## src/rtl/and8_operand_collector_pkg.sv

```systemverilog
// Shared definitions for the 8-operand AND collector: state encoding,
// operand count, slot index width and the padding bit.
package and8_operand_collector_pkg;

  typedef enum logic {
    StFill = 1'b0,
    StFull = 1'b1
  } state_e;

  localparam int unsigned NUM_OPS = 8;
  localparam int unsigned IDX_W   = 3;

  // Padding is all-ones so unused slots are transparent to the downstream AND.
  localparam logic PAD_BIT = 1'b1;

endpackage

```

## src/rtl/and8_operand_collector_if.sv

```systemverilog
// Handshake and operand bus between the word source, the collector and the
// reduction-AND stage.
interface and8_operand_collector_if #(
  parameter int unsigned WIDTH = 8
);

  logic [WIDTH-1:0] in_data;
  logic             in_valid;
  logic             in_last;
  logic             in_ready;
  logic             flush;
  logic [WIDTH-1:0] a, b, c, d, e, f, g, h;
  logic             out_valid;
  logic             out_ready;
  logic [3:0]       fill_count;

  modport master (
    output in_data, in_valid, in_last, flush, out_ready,
    input  in_ready, a, b, c, d, e, f, g, h, out_valid, fill_count
  );

  modport slave (
    input  in_data, in_valid, in_last, flush, out_ready,
    output in_ready, a, b, c, d, e, f, g, h, out_valid, fill_count
  );

endinterface

```

## src/rtl/and8_slot_reg.sv

```systemverilog
// One operand register: load a word, load the padding value, or hold.
// A word write takes priority over padding.
module and8_slot_reg
  import and8_operand_collector_pkg::*;
#(
  parameter int unsigned WIDTH = 8
) (
  input  logic             clk,
  input  logic             rst_n,
  input  logic             wr_en_i,
  input  logic             pad_en_i,
  input  logic [WIDTH-1:0] wdata_i,
  output logic [WIDTH-1:0] q_o
);

  logic [WIDTH-1:0] q_q;

  always_ff @(posedge clk or negedge rst_n) begin
    if (!rst_n) begin
      q_q <= '0;
    end else if (wr_en_i) begin
      q_q <= wdata_i;
    end else if (pad_en_i) begin
      q_q <= {WIDTH{PAD_BIT}};
    end
  end

  assign q_o = q_q;

endmodule

```

## src/rtl/and8_operand_collector.sv

```systemverilog
// Packs a stream of words into eight operand registers for the reduction-AND
// stage, padding short groups with all-ones and holding the group until taken.
module and8_operand_collector
  import and8_operand_collector_pkg::*;
#(
  parameter int unsigned WIDTH = 8
) (
  input logic                  clk,
  input logic                  rst_n,
  and8_operand_collector_if.slave bus
);

  state_e           state_q;
  logic [IDX_W-1:0] idx_q;
  logic [3:0]       cnt_q;
  logic [IDX_W-1:0] wr_idx;
  logic             in_acc;
  logic             out_acc;
  logic             wr_acc;
  logic             done;
  logic [NUM_OPS-1:0] wr_en;
  logic [NUM_OPS-1:0] pad_en;
  logic [WIDTH-1:0]   slot_q [NUM_OPS];

  assign bus.in_ready  = (state_q == StFill) ? 1'b1 : bus.out_ready;
  assign bus.out_valid = (state_q == StFull);

  assign in_acc  = bus.in_valid && bus.in_ready;
  assign out_acc = bus.out_valid && bus.out_ready;
  // A flush while filling swallows any word offered in the same cycle.
  assign wr_acc  = in_acc && !((state_q == StFill) && bus.flush);
  // During a drain/refill cycle the new word always starts a fresh group.
  assign wr_idx  = (state_q == StFull) ? '0 : idx_q;
  assign done    = wr_acc && (bus.in_last || (wr_idx == IDX_W'(NUM_OPS - 1)));

  always_ff @(posedge clk or negedge rst_n) begin
    if (!rst_n) begin
      state_q <= StFill;
      idx_q   <= '0;
      cnt_q   <= '0;
    end else begin
      unique case (state_q)
        StFill: begin
          if (bus.flush) begin
            idx_q <= '0;
            cnt_q <= '0;
          end else if (wr_acc) begin
            idx_q <= idx_q + 1'b1;
            cnt_q <= cnt_q + 1'b1;
            if (done) state_q <= StFull;
          end
        end
        StFull: begin
          if (out_acc) begin
            if (wr_acc) begin
              idx_q   <= IDX_W'(1);
              cnt_q   <= 4'd1;
              state_q <= done ? StFull : StFill;
            end else begin
              idx_q   <= '0;
              cnt_q   <= '0;
              state_q <= StFill;
            end
          end
        end
        default: state_q <= StFill;
      endcase
    end
  end

  for (genvar i = 0; i < NUM_OPS; i++) begin : g_slot
    assign wr_en[i]  = wr_acc && (wr_idx == IDX_W'(i));
    assign pad_en[i] = done && (IDX_W'(i) > wr_idx);

    and8_slot_reg #(
      .WIDTH(WIDTH)
    ) u_slot (
      .clk     (clk),
      .rst_n   (rst_n),
      .wr_en_i (wr_en[i]),
      .pad_en_i(pad_en[i]),
      .wdata_i (bus.in_data),
      .q_o     (slot_q[i])
    );
  end

  assign bus.a = slot_q[0];
  assign bus.b = slot_q[1];
  assign bus.c = slot_q[2];
  assign bus.d = slot_q[3];
  assign bus.e = slot_q[4];
  assign bus.f = slot_q[5];
  assign bus.g = slot_q[6];
  assign bus.h = slot_q[7];

  assign bus.fill_count = cnt_q;

endmodule

```

## src/flat_wrapper.sv

```systemverilog
// flat-port wrapper written by rule: the top's interface ports become plain ports
module and8_operand_collector_flat import and8_operand_collector_pkg::*;
#(
  parameter int unsigned WIDTH = 8
)
  (clk, rst_n, bus_in_data, bus_in_valid, bus_in_last, bus_flush, bus_out_ready, bus_in_ready, bus_a, bus_b, bus_c, bus_d, bus_e, bus_f, bus_g, bus_h, bus_out_valid, bus_fill_count);
  and8_operand_collector_if #(.WIDTH(WIDTH)) bus_i ();
  input logic clk;
  input logic rst_n;
  input wire logic [$bits(bus_i.in_data)-1:0] bus_in_data;
  input wire logic [$bits(bus_i.in_valid)-1:0] bus_in_valid;
  input wire logic [$bits(bus_i.in_last)-1:0] bus_in_last;
  input wire logic [$bits(bus_i.flush)-1:0] bus_flush;
  input wire logic [$bits(bus_i.out_ready)-1:0] bus_out_ready;
  output wire logic [$bits(bus_i.in_ready)-1:0] bus_in_ready;
  output wire logic [$bits(bus_i.a)-1:0] bus_a;
  output wire logic [$bits(bus_i.b)-1:0] bus_b;
  output wire logic [$bits(bus_i.c)-1:0] bus_c;
  output wire logic [$bits(bus_i.d)-1:0] bus_d;
  output wire logic [$bits(bus_i.e)-1:0] bus_e;
  output wire logic [$bits(bus_i.f)-1:0] bus_f;
  output wire logic [$bits(bus_i.g)-1:0] bus_g;
  output wire logic [$bits(bus_i.h)-1:0] bus_h;
  output wire logic [$bits(bus_i.out_valid)-1:0] bus_out_valid;
  output wire logic [$bits(bus_i.fill_count)-1:0] bus_fill_count;
  assign bus_i.in_data = bus_in_data;
  assign bus_i.in_valid = bus_in_valid;
  assign bus_i.in_last = bus_in_last;
  assign bus_i.flush = bus_flush;
  assign bus_i.out_ready = bus_out_ready;
  assign bus_in_ready = bus_i.in_ready;
  assign bus_a = bus_i.a;
  assign bus_b = bus_i.b;
  assign bus_c = bus_i.c;
  assign bus_d = bus_i.d;
  assign bus_e = bus_i.e;
  assign bus_f = bus_i.f;
  assign bus_g = bus_i.g;
  assign bus_h = bus_i.h;
  assign bus_out_valid = bus_i.out_valid;
  assign bus_fill_count = bus_i.fill_count;
  and8_operand_collector #(.WIDTH(WIDTH)) u_core (.clk(clk), .rst_n(rst_n), .bus(bus_i));
endmodule
```

## config.mk

```make
export PLATFORM = sky130hd
export DESIGN_NAME = and8_operand_collector_flat
export DESIGN_NICKNAME = d
export VERILOG_FILES = /design/src/rtl/and8_operand_collector_pkg.sv /design/src/rtl/and8_operand_collector_if.sv /design/src/rtl/and8_slot_reg.sv /design/src/rtl/and8_operand_collector.sv /design/src/flat_wrapper.sv
export SDC_FILE = /design/constraint.sdc
export NUM_CORES = 1
export LEC_CHECK = 0
export ABC_AREA = 1
export BUFFER_PORTS_ARGS = -buffer_cell sky130_fd_sc_hd__buf_2
export CELL_PAD_IN_SITES_DETAIL_PLACEMENT = 0
export CELL_PAD_IN_SITES_GLOBAL_PLACEMENT = 1
export CORE_AREA = 5 5 97 99
export CTS_CLUSTER_SIZE = 40
export DETAILED_ROUTE_END_ITERATION = 6
export DIE_AREA = 0 0 102 104
export HOLD_SLACK_MARGIN = 0.02
export PLACE_DENSITY_LB_ADDON = 0.1
export SLEW_MARGIN = 20
export SYNTH_ARGS = -nofsm -noshare
export SYNTH_HDL_FRONTEND = slang
export SYNTH_SLANG_ARGS = --single-unit
```

## constraint.sdc

```tcl
create_clock -name clk -period 2.3 [get_ports clk]
set_input_delay 0.23 -clock clk [delete_from_list [all_inputs] [get_ports clk]]
set_output_delay 0.23 -clock clk [all_outputs]
set_load 0.01 [all_outputs]
```

==> results.toml, run 1 <==
[cells_and_area]
post_route_cells_drive_above_1_share = 0.269
nets = 512
area_delta_synth_final_pct = 22.6
final_util = 0.494
n_antenna_cell = 0

[logic_synthesis]
synth.avg_cell_area_um2 = 8.42
synth_nets = 421
synth_seq_cells = 72
synth_top_area_cell = "dfrtp_1"
synth.most_common_cell = "nand2_1"
synth_area_um2 = 3410
ys_top_cells_by_count = "nand2_1, nand3_1, dfrtp_1"
synth_cell_type_count = 24
ys.flop_type = "dfrtp_1"
yosysTopAreaCellShare = 0.528
ys_seq_area_frac = 0.528
async_flop_share = 1.00
netlist_top_cells_area = "dfrtp_1, nand3_1, nand2_1, nand2_2, inv_1"
synth_edf_count = 0
syn_inst = 405
yosysWarningCount = 0

[clock_tree]
cts-root-buf = "clkbuf_8"
h-tree-depth = 3
clockBufferDepth = 2
cts_tree = "done"
post_cts_resized = 0
cts_buffers = 9
clkTransAtPathRegs_ns = 0.08
cts.sinks = 72
clk_latency_ns = 0.35

[sta]
relSlewSlack = 0.607
worst_slack_ns = 0.317
finClkSkew_ns = 0.00687
worst_pin_slew_ns = 0.589
setup_tns_ns = 0
hold_viol = 0
hold_slack_ns = 0.139
fmaxAchievable_mhz = 504
rsz0062_at_grt = "no"
setup_viol = 0
fin_crit_sh = 0.862
post-route-min-period_ns = 1.98
slew_viol_final = 0

[floorplanning]
start_util = 0.403
coreArea_um2 = 8470
fp-row-count = 34
design.die.area_um2 = 10600
io-pin-count = 84
die_h_um = 104
die_w_um = 102

[power_and_ir_drop]
comb_power_share = 0.277
p_int_w = 0.00266
irDropWorstVdd_v = 0.000387
swShare = 0.332
p_per_area_nw_per_um2 = 954
p_switching_w = 0.00133
leakagePower_nw = 2.09
clkPwrFrac = 0.279
pwr-share-seq = 0.444

[route]
ant_nets = 0
wl_per_cell_um = 14.7
wl_um = 8970
dr.pass1.iters = 6
drcViolationCount = 0
drt_iter0_markers = 175
via_per_inst = 4.94
vias = 3007

[critical_path]
worst_setup_path_end_kind = "flip-flop"
cp_data_required_time_ns = 2.58
crit_type = "reg2reg"
cp_max_fo = 30
arrival_ns = 2.27
crit_path_start_kind = "flip-flop"
r2r_slack_ns = 0.32

[global_routing]
grt_start_max_net_pins = 47
overflow = 0
track_usage = 0.182
grt_pass1_vias = 3022
grt_pass1_wl_um = 15200
antenna_found_initial = 0

[outcome]
status = "finished clean"

[placement]
dp_hpwl_um = 6290
gp_congestion = 0.742
port_buffers = 83
dp_slack_ns = 0.323

[worst_hold_path]
hold_path_class = "in2reg"

[flow_run]
cap_viol_max_count = 0
-- layout make-up --
type,count,area (µm²)
Tap cell,108,135
Inverter,24,90.1
Multi-Input combinational cell,299,1460
Clock buffer,11,141
Timing Repair Buffer,90,470
Fill cell,856,4290
Sequential cell,72,1800
Clock inverter,5,80.1
-- sequential cells by signal, summed over array words and instances (netlist names) --
| signal | flops |
|---|---|
| u_core.g_slot.u_slot.q_o | 64 |
| u_core.bus.out_valid | 1 |
| u_core.idx_q | 3 |
| u_core.bus.fill_count | 4 |
-- cell families after synthesis --
group                      after synthesis  share of synthesized area
AOI/OAI and AO/OA                       25                     0.0367
adders and majority gates                2                    0.00734
buffers and inverters                   34                     0.0433
DFF                                     72                      0.528
and+or+nand+nor                        272                      0.384
-- routing by layer --
| layer | track usage | vias to the layer above | wire length, µm |
|---|---|---|---|
| met5 | 0 | - | 0 |
| met4 | 0.0600 | 0 | 150 |
| met3 | 0.0436 | 10 | 571 |
| met2 | 0.281 | 80 | 4060 |
| met1 | 0.251 | 1395 | 4190 |
| li1 | - | 1522 | - |
-- power by group through the flow --
stage	registers, W	clock network, W	logic, W
3_3_place_gp	0.00180	0	0.00112
5_1_grt	0.00182	0.00120	0.00126
3_5_place_dp	0.00180	0	0.00112
4_1_cts	0.00178	0.00114	0.00113
2_1_floorplan	0.00193	0	0.000486
6_report	0.00177	0.00111	0.00110
-- stage by stage --
stage | total power [W] | instances | area, µm²
after floorplan | 0.00242 | 405 | 3410
after global placement | 0.00291 | 592 | 3950
after detailed placement | 0.00292 | 592 | 3950
after CTS | 0.00405 | 609 | 4180
after global routing | 0.00427 | 609 | 4180
final | 0.00399 | 609 | 4180
-- placed cells by master, fill, tap and decap left out, types with 3 or more instances in the layout --
master    netlist  routed
a21oi_1        10      10
buf_2           7      83
buf_4           1       6
clkbuf_8        0      10
dfrtp_1        72      72
inv_1          21      21
inv_2           3       3
nand2_1       122     122
nand2_2        14      14
nand2_4         3       3
nand3_1       102     102
nor2_1         18      18
nor3_4          3       3
o21ai_0         5       5
o21ai_1        10      10
-- timing repair --
action                                 in CTS  in global routing
buffers inserted                            0                  0
hold buffers                                1                  0
endpoints found under the hold margin      72                  0
-- final timing paths --
path | start | cells after the start | end
max | u_core.bus.out_valid | 8 | u_core.g_slot[4].u_slot.q_o[3]
min | bus_in_data[6] | 3 | u_core.g_slot[7].u_slot.q_o[6]
max reg2reg | u_core.bus.out_valid | 8 | u_core.g_slot[4].u_slot.q_o[3]
min reg2reg | u_core.g_slot[0].u_slot.q_o[7] | 2 | u_core.g_slot[0].u_slot.q_o[7]
max in group asynchronous | rst_n | 3 | u_core.g_slot[2].u_slot.q_o[0]
min in group asynchronous | rst_n | 3 | u_core.g_slot[1].u_slot.q_o[4]
-- worst max-delay path, cell delays in order (launching register included) --
cell     delay [ns]
dfrtp_1        0.43
nand2_1        0.16
nand2_2        0.14
nor2_8         0.37
buf_4          0.31
nand2_2        0.16
nand2_2        0.19
nand2_1        0.09
nand2_1        0.07
No activity file was read; power rests on OpenSTA's default activity.
==> inputs of run 2 (changes only) <==
--- a/config.mk
+++ b/config.mk
@@ -5,14 +5,13 @@
 export SDC_FILE = /design/constraint.sdc
 export NUM_CORES = 1
 export LEC_CHECK = 0
-export ABC_AREA = 1
 export BUFFER_PORTS_ARGS = -buffer_cell sky130_fd_sc_hd__buf_2
 export CELL_PAD_IN_SITES_DETAIL_PLACEMENT = 0
 export CELL_PAD_IN_SITES_GLOBAL_PLACEMENT = 1
-export CORE_AREA = 5 5 97 99
+export CORE_AREA = 5 5 89 91
 export CTS_CLUSTER_SIZE = 40
 export DETAILED_ROUTE_END_ITERATION = 6
-export DIE_AREA = 0 0 102 104
+export DIE_AREA = 0 0 94 96
 export HOLD_SLACK_MARGIN = 0.02
 export PLACE_DENSITY_LB_ADDON = 0.1
 export SLEW_MARGIN = 20
==> run 2 against run 1 <==
  * Final cell count down 30%
  * Worst hold slack better by 0.025 ns
  * Worst setup slack worse by 0.0050 ns
  * Routed wire length down 16%
  * Clock-buffer cell count unchanged
  * Design area down 12%
  * Area after synthesis down 14%
  * Maximum frequency down 0.25%
  * Critical path depth down 4
  * Die area down 15%
  * Critical path type unchanged
  * Largest power group unchanged
==> results.toml, run 2 <==
[outcome]
status = "finished clean"

[sta]
setup_viol = 0
slew_viol_final = 0
fin_crit_sh = 0.864
hold_slack_ns = 0.164
rsz0062_at_grt = "no"
fmaxAchievable_mhz = 503
post-route-min-period_ns = 1.99
hold_viol = 0
setup_tns_ns = 0
relSlewSlack = 0.568
worst_pin_slew_ns = 0.648
finClkSkew_ns = 0.00803

[cells_and_area]
nets = 341
area_delta_synth_final_pct = 25.3
layout_commonest_cell = "buf_2"
seq_area_um2 = 1800
largest_reg_flops = 64
nFillCells = 678
n_antenna_cell = 0
layout_common_cells = "buf_2, dfrtp_1, o22a_1, nor2_1, nand2_1"
multi_input_area_um2 = 1050
post_route_cells_drive_above_1_share = 0.345

[route]
wl_met1_um = 3560
wl_met2_um = 3510
top_layer = "met4"
wl_um = 7540
wl_per_cell_um = 17.6
vias = 2196
wl_met3_um = 355
drcViolationCount = 0
ant_nets = 0
dr.pass1.iters = 4
via_per_inst = 5.12
drt_iter0_markers = 109

[logic_synthesis]
ys_top_cells_by_count = "dfrtp_1, o22a_1, nor2_1"
netlist_top_cells_area = "dfrtp_1, o22a_1, mux2i_1, mux2_2, nor2_1"
synth_area_um2 = 2940
yosysTopAreaCellShare = 0.613
synth_nets = 258
ys.flop_type = "dfrtp_1"
synth_seq_cells = 72
synth_top_area_cell = "dfrtp_1"
synth.avg_cell_area_um2 = 12.1
async_flop_share = 1.00
yosysWarningCount = 0
synth_edf_count = 0
synth.most_common_cell = "dfrtp_1"
ys_seq_area_frac = 0.613
synth_cell_type_count = 34
syn_inst = 242

[floorplanning]
io-pin-count = 84
die_h_um = 96
fp-row-count = 31
coreArea_um2 = 7060
die_w_um = 94
design.die.area_um2 = 9020
start_util = 0.416

[power_and_ir_drop]
leakagePower_nw = 1.48
p_int_w = 0.00231
clkPwrFrac = 0.359
swShare = 0.268
pwr-share-seq = 0.477
p_per_area_nw_per_um2 = 858
p_switching_w = 0.000848
irDropWorstVdd_v = 0.000440
comb_power_share = 0.164

[clock_tree]
clk_latency_ns = 0.34
cts.sinks = 72
post_cts_resized = 0
clkTransAtPathRegs_ns = 0.07
cts-root-buf = "clkbuf_8"
cts_tree = "done"
clockBufferDepth = 2
post_cts_buffers = 0
cts_buffers = 9
h-tree-depth = 3

[placement]
port_buffers = 83
dp_hpwl_um = 5180
gp_congestion = 0.823

[critical_path]
cp_data_required_time_ns = 2.53
crit_type = "reg2reg"
crit_path_start_kind = "flip-flop"
cp_max_fo = 11
arrival_ns = 2.21
worst_setup_path_end_kind = "flip-flop"

[global_routing]
antenna_found_initial = 0
grt_pass1_vias = 2205
track_usage = 0.178
grt_start_max_net_pins = 46
grt_pass1_wl_um = 12000
overflow = 0

[flow_run]
cap_viol_max_count = 0

[worst_hold_path]
hold_path_class = "in2reg"
-- run 2: changes by cell type after synthesis, moves of 5 or more --
cell / change
nand3_1: -98
nand2_2: -13
buf_1: +7
inv_1: -18
nand2_1: -104
nor2_1: +5
mux2i_1: +12
buf_2: -5
mux2_2: +8
o21ai_1: -10
o22a_1: +40
-- run 2: final timing paths --
path | startpoint | end | slack (ns) | cells after the start
setup / recovery | u_core.bus.out_valid | u_core.g_slot[7].u_slot.q_o[7] | 0.31 | 4
setup reg to reg | u_core.bus.out_valid | u_core.g_slot[7].u_slot.q_o[7] | 0.31 | 4
min in group asynchronous | rst_n | u_core.g_slot[7].u_slot.q_o[0] | 0.45 | 2
max in group asynchronous | rst_n | u_core.g_slot[2].u_slot.q_o[7] | 1.19 | 3
hold reg to reg | u_core.g_slot[4].u_slot.q_o[0] | u_core.g_slot[4].u_slot.q_o[0] | 0.49 | 1
hold / removal | bus_flush | u_core.idx_q[2] | 0.16 | 2
-- run 2: logic make-up (layout without fill, tap and decap cells) --
group | count (synthesis) | in the layout | share of synthesized area
adder cells (fa/ha/maj) | 2 | 2 | 0.00851
buffers and inverters | 19 | 107 | 0.0302
XOR/XNOR | 4 | 4 | 0.0119
AND/OR/NAND/NOR | 57 | 57 | 0.0886
AO/OA/AOI/OAI | 68 | 68 | 0.176
flip-flops | 72 | 72 | 0.613
multiplexers | 20 | 20 | 0.0715
-- run 2: cell type report --
class / instances / share of cell area
clock inverters: 5 / 0.0214
inverters: 3 / 0.00306
flip-flops and latches: 72 / 0.489
clock buffers: 11 / 0.0411
well taps: 99 / 0.0336
multi-input cells: 151 / 0.285
repair buffers: 88 / 0.127
-- run 2: through the flow --
step	setup slack [ns]	utilization	total power [W]	area (µm²)	instances
finish	0.312	0.522	0.00316	3680	429
global route	0.184	0.522	0.00332	3680	429
CTS	0.316	0.522	0.00320	3680	429
detailed placement	0.320	0.488	0.00206	3440	412
global placement	0.371	0.488	0.00205	3440	412
floorplan	0.405	-	0.00181	2940	242
-- run 2: layer usage --
| metal | global-route usage | up-vias |
|---|---|---|
| li1 | - | 1046 |
| met1 | 0.245 | 1083 |
| met2 | 0.278 | 56 |
| met3 | 0.0399 | 11 |
| met4 | 0.0674 | 0 |
| met5 | 0 | - |
-- run 2: critical path: stages (launching register included) --
cell and delay [ns]:
dfrtp_1 0.48, or2_1 0.39, a21o_1 0.26, or3_1 0.52
o22a_1 0.22
-- run 2: power by group through the flow --
| stage | logic, W | clock network, W | registers [W] |
|---|---|---|---|
| global route | 0.000579 | 0.00122 | 0.00152 |
| detailed placement | 0.000530 | 0 | 0.00153 |
| CTS | 0.000532 | 0.00116 | 0.00151 |
| global placement | 0.000521 | 0 | 0.00153 |
| floorplan | 0.000239 | 0 | 0.00157 |
| finish | 0.000519 | 0.00113 | 0.00151 |
-- run 2: what timing repair did --
item,CTS,global route
endpoints found under the hold margin,27,0
endpoints found under the setup margin,0,0
hold buffers,1,0
